`src/rtl/hba_arbiter.sv`:
```
// HBA bus-grant stage: round-robin one-hot grant with a dead release cycle,
// plus a transfer watchdog that substitutes a missing slave acknowledge.
module hba_arbiter #(
   parameter int NUM_MASTERS    = 4,
   parameter int TIMEOUT_CYCLES = 255,
   parameter int CNT_WIDTH      = 8
) (
   input  logic                   hba_clk,
   input  logic                   hba_reset,
   input  logic [NUM_MASTERS-1:0] master_request,
   output logic [NUM_MASTERS-1:0] hba_mgrant,
   input  logic                   hba_select,
   input  logic                   hba_xferack,
   output logic                   timeout_xferack,
   output logic                   timeout_err,
   input  logic                   err_clear,
   output logic                   bus_busy
);

   localparam int IDX_W = (NUM_MASTERS > 1) ? $clog2(NUM_MASTERS) : 1;
   localparam logic [IDX_W-1:0] LAST_INIT = IDX_W'(NUM_MASTERS - 1);
   localparam logic [CNT_WIDTH-1:0] CNT_HIT = CNT_WIDTH'(TIMEOUT_CYCLES - 1);
   localparam logic [CNT_WIDTH-1:0] CNT_SAT = CNT_WIDTH'(TIMEOUT_CYCLES);

   typedef enum logic [1:0] {IDLE, GRANT, RELEASE} state_t;

   state_t                 state, state_d;
   logic [IDX_W-1:0]       last_grant, last_d;
   logic [NUM_MASTERS-1:0] grant_d;
   logic [IDX_W-1:0]       pick_idx;
   logic                   pick_valid;
   logic                   owner_req;
   logic                   release_now;
   logic [CNT_WIDTH-1:0]   cnt;
   logic                   tmo;

   // First requester searching upward from the slot after the last owner
   always_comb begin
      int j;
      j          = 0;
      pick_valid = 1'b0;
      pick_idx   = '0;
      for (int i = 1; i <= NUM_MASTERS; i++) begin
         j = (int'(last_grant) + i) % NUM_MASTERS;
         if (!pick_valid && master_request[IDX_W'(j)]) begin
            pick_valid = 1'b1;
            pick_idx   = IDX_W'(j);
         end
      end
   end

   assign owner_req   = master_request[last_grant];
   assign release_now = !owner_req && !hba_select;

   always_ff @(posedge hba_clk or negedge hba_reset) begin
      if (!hba_reset) begin
         state      <= IDLE;
         last_grant <= LAST_INIT;
         hba_mgrant <= '0;
      end else begin
         state      <= state_d;
         last_grant <= last_d;
         hba_mgrant <= grant_d;
      end
   end

   always_comb begin
      state_d = state;
      unique case (state)
         IDLE:    if (pick_valid) state_d = GRANT;
         GRANT:   if (release_now) state_d = RELEASE;
         RELEASE: state_d = IDLE;
         default: state_d = IDLE;
      endcase
   end

   always_comb begin
      grant_d  = hba_mgrant;
      last_d   = last_grant;
      bus_busy = (state == GRANT);
      unique case (state)
         IDLE: begin
            grant_d = '0;
            if (pick_valid) begin
               grant_d = NUM_MASTERS'(1) << pick_idx;
               last_d  = pick_idx;
            end
         end
         GRANT:   if (release_now) grant_d = '0;
         RELEASE: grant_d = '0;
         default: grant_d = '0;
      endcase
   end

   // A real acknowledge in the timeout cycle wins over the substitute
   assign tmo = hba_select && !hba_xferack && (cnt == CNT_HIT);

   always_ff @(posedge hba_clk or negedge hba_reset) begin
      if (!hba_reset) begin
         cnt             <= '0;
         timeout_xferack <= 1'b0;
         timeout_err     <= 1'b0;
      end else begin
         timeout_xferack <= tmo;
         if (!hba_select || hba_xferack || tmo)
            cnt <= '0;
         else if (cnt != CNT_SAT)
            cnt <= cnt + 1'b1;
         if (tmo)
            timeout_err <= 1'b1;
         else if (err_clear)
            timeout_err <= 1'b0;
      end
   end

endmodule

```
`config.mk`:
```
export PLATFORM = sky130hd
export DESIGN_NAME = hba_arbiter
export DESIGN_NICKNAME = d
export VERILOG_FILES = /design/src/rtl/hba_arbiter.sv
export SDC_FILE = /design/constraint.sdc
export NUM_CORES = 1
export LEC_CHECK = 0
export CORE_MARGIN = 1.5
export CORE_UTILIZATION = 54
export CTS_CLUSTER_SIZE = 25
export DETAILED_ROUTE_END_ITERATION = 10
export PLACE_DENSITY = 0.79
export SLEW_MARGIN = 10
export SYNTH_ARGS = -nofsm -noshare
export SYNTH_HDL_FRONTEND = slang
export SYNTH_SLANG_ARGS = --single-unit
```
`constraint.sdc`:
```
create_clock -name hba_clk -period 3 [get_ports hba_clk]
set_clock_uncertainty 0.1 [all_clocks]
set_input_delay 0.6 -clock hba_clk [delete_from_list [all_inputs] [get_ports hba_clk]]
set_output_delay 0.6 -clock hba_clk [all_outputs]
set_load 0.005 [all_outputs]
```
* Word level (Yosys, flattened, before mapping) *
Cells that the tools add are included.

storage, ports and cells
  flip-flop bits (word level) = 18
  word-level logic and storage cells = 73
  output and inout bits = 7
  input bits = 9

operators by class
  mux-type cells = 32
  eq/ne operators = 5
  reduce and logical (&&, ||, !) cells = 19
  $lt $le $gt $ge = 5
  shifts and indexed selects = 1
  $add $sub $neg = 5

operator list
  cell                 count
  $lt 2x4->1 const B   4
  $mux 8               2
  $mux 1               15
  $mux 2               6
  $bmux 1 s2           5
  $add 8x1->8 const B  1
  $eq 8x8->1 const B   1
  $mux 4               2
  $ne 8x8->1 const B   1
  $pmux 4 s2           1
  $logic_and 1x1->1    6
  $logic_not 1->1      6
  $add 2x1->2 const B  2
  $add 2x2->2 const B  2
  $pmux 2 s2           1
  $reduce_and 2->1     2
  $reduce_bool 2->1    2
  $shl 1x2->4 const A  1
  $lt 2x3->1 const B   1
  $eq 2x1->1 const B   1
  $logic_not 2->1      1
  $logic_or 1x1->1     2
  $ne 2x1->1 const B   1
  $ne 2x2->1 const B   1

* Depth between registers and ports, before layout *
Gate-level depths: netlist (run 1).

  word-level depth = 17
  depth in mapped cells = 5
  mapped depth without buffers = 5

* Least setup slack after synthesis (run 1) *
OpenSTA, ideal clock, no wires.

  path kind = flip-flop to flip-flop
  start point = reg last_grant[0]
  end point = reg hba_mgrant[2]
  arrival time = 1517 ps
  required time = 2778 ps
  path slack = 1261 ps
  library setup time = 122 ps
  path buffers = 0
  cell stages (with the launch flop) = 4
  path through = dfstp_2 mux4_1 o21a_1 a32o_1

on the way
  cells in the longest elaborated chain, start to end = 17

RTL lines
  element                                     line  text
  start: declaration                          28    logic [IDX_W-1:0] last_grant, last_d;
  start signal: assignment                    62    last_grant <= last_d;
  $add 2x1->2                                 44    j = (int'(last_grant) + i) % NUM_MASTERS;
  $bmux 1 s2                                  45    if (!pick_valid && master_request[IDX_W'(j)]) begin
  $mux 1 (implied by the code) (2 in series)  45
  $mux 1                                      45
  $logic_not 1->1                             45
  $logic_and 1x1->1                           45
  $mux 1                                      45
  $logic_not 1->1                             45
  $logic_and 1x1->1                           45
  $mux 1                                      45
  $logic_not 1->1                             45
  $logic_and 1x1->1                           45
  $mux 2                                      45
  $shl 1x2->4                                 85    grant_d = NUM_MASTERS'(1) << pick_idx;
  $mux 4                                      84    if (pick_valid) begin
  $pmux 4 s2                                  81    unique case (state)
  end signal: assignment                      63    hba_mgrant <= grant_d;
  end: declaration                            11    output logic [NUM_MASTERS-1:0] hba_mgrant,

Parallel ways exist; a longest one is shown, timed or not. The select of a mux whose other input is x is not followed.
A chain may end at the register's enable or synchronous reset.

* Worst setup path after layout (run 1) *
  start point = reg state[1]
  end point = out bus_busy

on the way
  cells in the longest elaborated chain, start to end = 1

RTL lines
  element                   line  text
  start: declaration        27    state_t state, state_d;
  start signal: assignment  61    state <= state_d;
  $eq 2x1->1                80    bus_busy = (state == GRANT);
  end: declaration          17    output logic bus_busy

Every way passes these cells.

==> results of run 1 <==
## synthesized netlist by cell type, types with 3 or more instances
cell type and instances:
dfrtp_1 16, nor2_1 10, nand2b_1 3, xnor2_1 4, nor3_1 5, nand2_1 7
inv_1 4, and3_1 3, a21oi_1 3
## per-stage QoR
stage	setup slack (ns)	power (mW)	hold WS (ns)	std cells
after floorplan	1.261	0.5073	0.2044	89
after global placement	0.6623	0.6121	0.3619	120
after detailed placement	0.6412	0.6190	0.3688	120
after CTS	0.9065	0.7373	0.3914	123
after global routing	0.7971	0.7797	0.4103	123
final	0.9169	0.7309	0.3858	123
## layer usage
metal / wire length, um / global-route usage (%)
met1: 860 / 30.59
met2: 791 / 31.47
met4: 13 / 5.455
met3: 87 / 5.306
met5: 0 / 0
## cell families (layout without fill, tap and decap cells)
kind of cell	Yosys count	after routing
flops	18	18
compound gates	16	16
fa+ha+maj	2	2
xor+xnor	4	4
simple gates	42	42
mux	3	3
buf+inv	4	22
## sequential cells by signal, indices dropped and copies added, names as in the netlist
signal / flops
cnt: 8
hba_mgrant: 4
timeout_err: 1
last_grant: 2
timeout_xferack: 1
state: 2
## layout by cell type (no fill, tap or decap), drive strengths merged, types with 2 or more instances in the layout
cell,netlist,routed
nor3,5,5
a21oi,3,3
ha,2,2
dfstp,2,2
nand3,2,2
dfrtp,16,16
o21ai,3,3
o21a,2,2
and3,3,3
a32o,2,2
inv,4,4
nor2,10,10
clkdlybuf4s50,0,15
or3,2,2
a211oi,2,2
xnor2,4,4
nand2b,3,3
nand2,7,7
a2111oi,2,2
clkbuf,0,3
nor3b,2,2
## power by group
group          total [mW]  switching [mW]  internal [mW]
logic               0.272           0.116          0.155
clock network       0.116          0.0694         0.0465
registers           0.343          0.0433          0.300
total               0.731           0.229          0.502
## cell type report
class / instances / share of cell area, %
clock buffer: 3 / 2.013
inverter: 4 / 1.342
multi-input combinational: 67 / 40.94
sequential: 18 / 40.49
timing repair buffer: 15 / 13.42
tap: 16 / 1.790
## worst paths after layout
check / from / end / slack (ns) / depth (start not counted)
max reg2reg: last_grant[0] / hba_mgrant[3] / 1.18 / 3
min reg2reg: timeout_err / timeout_err / 0.39 / 1
min: timeout_err / timeout_err / 0.39 / 1
max in group asynchronous: hba_reset / cnt[1] / 1.66 / 1
max: state[1] / bus_busy / 0.92 / 2
min in group asynchronous: hba_reset / state[0] / 0.66 / 1
## critical path, stage by stage (launching register included)
cell and delay [ns]:
dfrtp_1 0.41, nor2b_1 0.17, clkdlybuf4s50_1 0.52
==> key figures, run 1 <==
Floorplanning
  – I/O Pins: 16
  – Rows: 14
  – Die X: 44.41 um
  – Starting Density: 59.39%
  – Core Region: 1559 sq um
  – Die height: 44.41 um
  – Full die area: 1972 sq um

Timing
  – Slew margin rel.: 48.28%
  – Slew Viols, Final: 0
  – Final hold vios: 0
  – Worst-Margin Slew: 0.7734 ns
  – Fmax: 480.1 MHz
  – Setup violation total in the final timing report: 0
  – Setup Total Neg Slack: 0 ns
  – Minimum clock period: 2.083 ns
  – RSZ-0062 raised after global routing: no
  – Final critical-path share of the clock period: 69.44%

Placement
  – PortBufs: 15
  – GPL Wtd Cong: 0.8528
  – Dpl cell area: 1096 sq um
  – DP HPWL: 1.326 mm

Detailed routing
  – Router iterations before antenna repair: 6
  – Vias: 728
  – Initial DRC Count: 30
  – Via/cell ratio: 5.919
  – Post-DRT Antenna Nets: 0
  – Final wirelength: 1.753 mm
  – DR WL/cell: 14.25 um
  – Drt drc: 0

Synth
  – Synth Area in Simple Gates: 24.59%
  – Mean post-synth cell area: 10.40 sq um
  – Area leader, netlist: dfrtp_1
  – Main combinational cell family by area after synthesis: simple AND/OR/NAND/NOR gates
  – Async set or reset register ratio after synthesis: 100.0%
  – Main synth FF type: dfrtp_1
  – Post-synthesis sequential area ratio: 48.92%
  – Synth area leaders: dfrtp_1 43%, dfstp_2 5.7%, nor2_1 4.1%
  – Synth Warn #: 0
  – Synth cell types: 34
  – Synthesized Nets: 100
  – Yosys reg bits: 18
  – Multiplexer area fraction after synthesis: 5.135%
  – Syn Inst Count: 89
  – XOR/XNOR Fraction of Synth Area: 3.784%
  – Cell Area, Synth: 925.9 sq um
  – Synth Area in Compound Gates: 13.24%
  – Synth Area in Adders: 2.703%
  – Number of synthesized flops with an enable pin: 0
  – Synth top area share: 43.24%

Final layout
  – Post-route cell area: 1119 sq um
  – ANT cells: 0
  – Share of post-route cells with drive strength above 1: 9.346%
  – Filler cells: 126
  – Final #Nets: 120
  – Seq. cell area: 452.9 sq um
  – Finished Core Util: 71.75%
  – Multi-input gate area: 457.9 sq um
  – Layout overhead on the synthesized area: 20.81%

Clock tree
  – CTS Hold Bufs: 0
  – CTS sink count: 18
  – Clock Tree Root: clkbuf_4
  – CTS Buf Count: 3
  – H-Tree Level Count: 1
  – Number of setup buffers added after CTS: 0
  – Clk buf depth: 2
  – Skew-Pair Late Insertion Delay: 0.28 ns
  – Reg clk slew, reported paths: 0.10 ns
  – Resized Gates After CTS: 0
  – CTS tree: yes

Global routing
  – First-pass GRT wire length: 2.973 mm
  – Vias in the first global route: 681
  – GRT overflow: 0
  – GRT Overall Usage: 21.02%
  – Largest net degree at the start of global routing: 19
  – Initial antenna violation count: 0

Critical path
  – CP max FO: 3
  – Crit. End Element: output pin
  – CP arrival: 1.38 ns
  – WP data required: 2.30 ns
  – CP Launch Type: flip-flop
  – Critical setup path kind: reg -> out

Power and ir drop
  – Leakage: 0.4818 nW
  – PD cells: 653.4 nW/um^2
  – Peak VDD IR: 0.5447 mV

Run status
  – Status: finished, final reports clean

Min path
  – Worst min path class: reg -> reg

Job
  – Max Cap Violations: 0
Power figures use the tool's default switching activity.
==> run 2, diff against run 1 <==
--- a/config.mk
+++ b/config.mk
@@ -6,10 +6,10 @@
 export NUM_CORES = 1
 export LEC_CHECK = 0
 export CORE_MARGIN = 1.5
-export CORE_UTILIZATION = 54
+export CORE_UTILIZATION = 50
 export CTS_CLUSTER_SIZE = 25
 export DETAILED_ROUTE_END_ITERATION = 10
-export PLACE_DENSITY = 0.79
+export PLACE_DENSITY = 0.74
 export SLEW_MARGIN = 10
 export SYNTH_ARGS = -nofsm -noshare
 export SYNTH_HDL_FRONTEND = slang
==> constraint.sdc (replaced) <==
create_clock -name hba_clk -period 1.95 [get_ports hba_clk]
set_clock_uncertainty 0.1 [all_clocks]
set_input_delay 0.39 -clock hba_clk [delete_from_list [all_inputs] [get_ports hba_clk]]
set_output_delay 0.39 -clock hba_clk [all_outputs]
set_load 0.005 [all_outputs]
==> key figures, run 2 (synthesis results as in run 1) <==
Critical path
  – RR Endpoint: hba_mgrant[3] (unchanged)
  – CP arrival: 1.37 ns (was 1.38 ns)
  – Reg2reg setup slack: 0.18 ns (was 1.18 ns)
  – RR Startpoint: last_grant[0] (unchanged)
  – Reg2reg path depth: 3 (unchanged)
  – CP Launch Type: flip-flop (unchanged)
  – Critical setup path kind: reg -> out (unchanged)
  – CP max FO: 3 (unchanged)
  – WP data required: 1.46 ns (was 2.30 ns)
  – Crit. End Element: output pin (unchanged)

Timing
  – Final Worst Setup Slack: 0.08807 ns (was 0.9169 ns)
  – Final critical-path share of the clock period: 95.48%
  – Fmax: 537.1 MHz
  – Slew margin rel.: 66.63% (was 48.28%)
  – Slew Viols, Final: 0 (unchanged)
  – Final hold vios: 0 (unchanged)
  – Setup violation total in the final timing report: 0 (unchanged)
  – Minimum clock period: 1.862 ns
  – Worst hold slack: 0.3103 ns (was 0.3858 ns)
  – RSZ-0062 raised after global routing: no (unchanged)
  – Worst-Margin Slew: 0.4880 ns (was 0.7734 ns)
  – Setup Total Neg Slack: 0 ns (unchanged)

Power and ir drop
  – P_int: 0.8605 mW (was 0.5016 mW)
  – Sw power: 0.3840 mW (was 0.2292 mW)
  – Final total power: 1.244 mW (was 0.7309 mW)
  – Seq pwr share: 42.1% (was 47.0%)
  – Gate power share: 39.2% (was 37.2%)
  – Sw Share: 30.86% (was 31.37%)
  – Peak VDD IR: 0.8859 mV (was 0.5447 mV)
  – Clock share of power: 18.6% (was 15.9%)
  – Leakage: 0.5285 nW (was 0.4818 nW)
  – PD cells: 1032 nW/um^2 (was 653.4 nW/um^2)

Final layout
  – Final #Nets: 128 (was 120)
  – Commonest non-fill, non-tap cell in the layout: dfrtp_1 (unchanged)
  – Post-route cell area: 1206 sq um (was 1119 sq um)
  – Finished Core Util: 69.86% (was 71.75%)
  – Layout overhead on the synthesized area: 30.27% (was 20.81%)
  – Largest Register: cnt (unchanged)
  – Number of flip-flops in the largest register: 8 (unchanged)
  – Most frequent cells in the layout: 16 x dfrtp_1, 15 x clkdlybuf4s50_1, 10 x nor2_1 (unchanged)
  – Biggest regs: cnt: 8 flops, hba_mgrant: 4 flops (unchanged)
  – Share of post-route cells with drive strength above 1: 17.24% (was 9.346%)
  – Final std cells w/o fill: 141 (was 123)
  – ANT cells: 0 (unchanged)

Detailed routing
  – Router iterations before antenna repair: 4 (was 6)
  – DR WL/cell: 13.50 um (was 14.25 um)
  – Drt drc: 0 (unchanged)
  – Final wirelength: 1.903 mm (was 1.753 mm)
  – Initial DRC Count: 6 (was 30)
  – Vias: 757 (was 728)
  – Via/cell ratio: 5.369 (was 5.919)
  – Post-DRT Antenna Nets: 0 (unchanged)

Global routing
  – GRT Overall Usage: 21.89% (was 21.02%)
  – First-pass GRT wire length: 3.070 mm (was 2.973 mm)
  – Largest net degree at the start of global routing: 19 (unchanged)
  – GRT overflow: 0 (unchanged)
  – Initial antenna violation count: 0 (unchanged)
  – Vias in the first global route: 671 (was 681)

Job
  – Max Cap Violations: 0 (unchanged)

Clock tree
  – Clock Tree Root: clkbuf_4 (unchanged)
  – H-Tree Level Count: 1 (unchanged)
  – Skew-Pair Late Insertion Delay: 0.29 ns (was 0.28 ns)
  – CTS Buf Count: 3 (unchanged)
  – CTS Hold Bufs: 0 (unchanged)
  – CTS tree: yes (unchanged)
  – Clk buf depth: 2 (unchanged)
  – Resized Gates After CTS: 0 (unchanged)
  – CTS sink count: 18 (unchanged)
  – Number of setup buffers added after CTS: 0 (unchanged)
  – Reg clk slew, reported paths: 0.10 ns (about the same)

Min path
  – Worst min path class: in -> async (was reg -> reg)

Placement
  – Setup WS pre-CTS: -0.1609 ns (was 0.6412 ns)
  – DP HPWL: 1.468 mm (was 1.326 mm)
  – PortBufs: 15 (unchanged)
  – Placed insts: 137 (was 120)
  – GPL Wtd Cong: 0.8267 (was 0.8528)
  – Dpl cell area: 1167 sq um (was 1096 sq um)

Run status
  – Status: finished, final reports clean (unchanged)

Floorplanning
  – Die X: 46.03 um (was 44.41 um)
  – Starting Density: 53.62% (was 59.39%)
  – Rows: 15 (was 14)
  – Core Region: 1727 sq um (was 1559 sq um)
  – I/O Pins: 16 (unchanged)
  – Full die area: 2119 sq um (was 1972 sq um)
  – Die height: 46.03 um (was 44.41 um)
## run 2: layout make-up
| type | instances | area [sq um] |
|---|---|---|
| fillers | 145 | 520.5 |
| multi-input cells | 67 | 460.4 |
| flip-flops and latches | 18 | 452.9 |
| repair buffers | 23 | 210.2 |
| clock buffers | 4 | 36.28 |
| well taps | 25 | 31.28 |
| inverters | 4 | 15.01 |
## run 2: per-layer routing
metal	share of wire (%)	global-route usage, %	vias to the layer above
met4	2.9	13.71	0
li1	-	-	383
met1	54	30.90	356
met2	40	30.00	14
met3	3.5	4.762	4
met5	0	0	-
## run 2: power by group through the flow
| stage | combinational (mW) | clock, mW | sequential [mW] |
|---|---|---|---|
| after floorplan | 0.259 | 0 | 0.522 |
| after global routing | 0.536 | 0.253 | 0.537 |
| final | 0.488 | 0.232 | 0.524 |
| after CTS | 0.487 | 0.238 | 0.524 |
| after global placement | 0.474 | 0 | 0.527 |
| after detailed placement | 0.486 | 0 | 0.530 |
## run 2: worst max path at each step
stage / start / end / slack, ns / cells past startpoint
6_report: state[1] / bus_busy / 0.09 / 2
4_1_cts: state[1] / bus_busy / 0.04 / 2
2_1_floorplan: last_grant[0] / hba_mgrant[2] / 0.21 / 3
3_5_place_dp: master_request[2] / hba_mgrant[0] / -0.16 / 5
3_3_place_gp: master_request[3] / last_grant[0] / -0.13 / 5
5_1_grt: state[1] / bus_busy / 0.02 / 2
## run 2: critical path: stages, from the launching register on
cell and delay (ns):
dfrtp_1 0.41, nor2b_2 0.15, clkdlybuf4s50_1 0.51
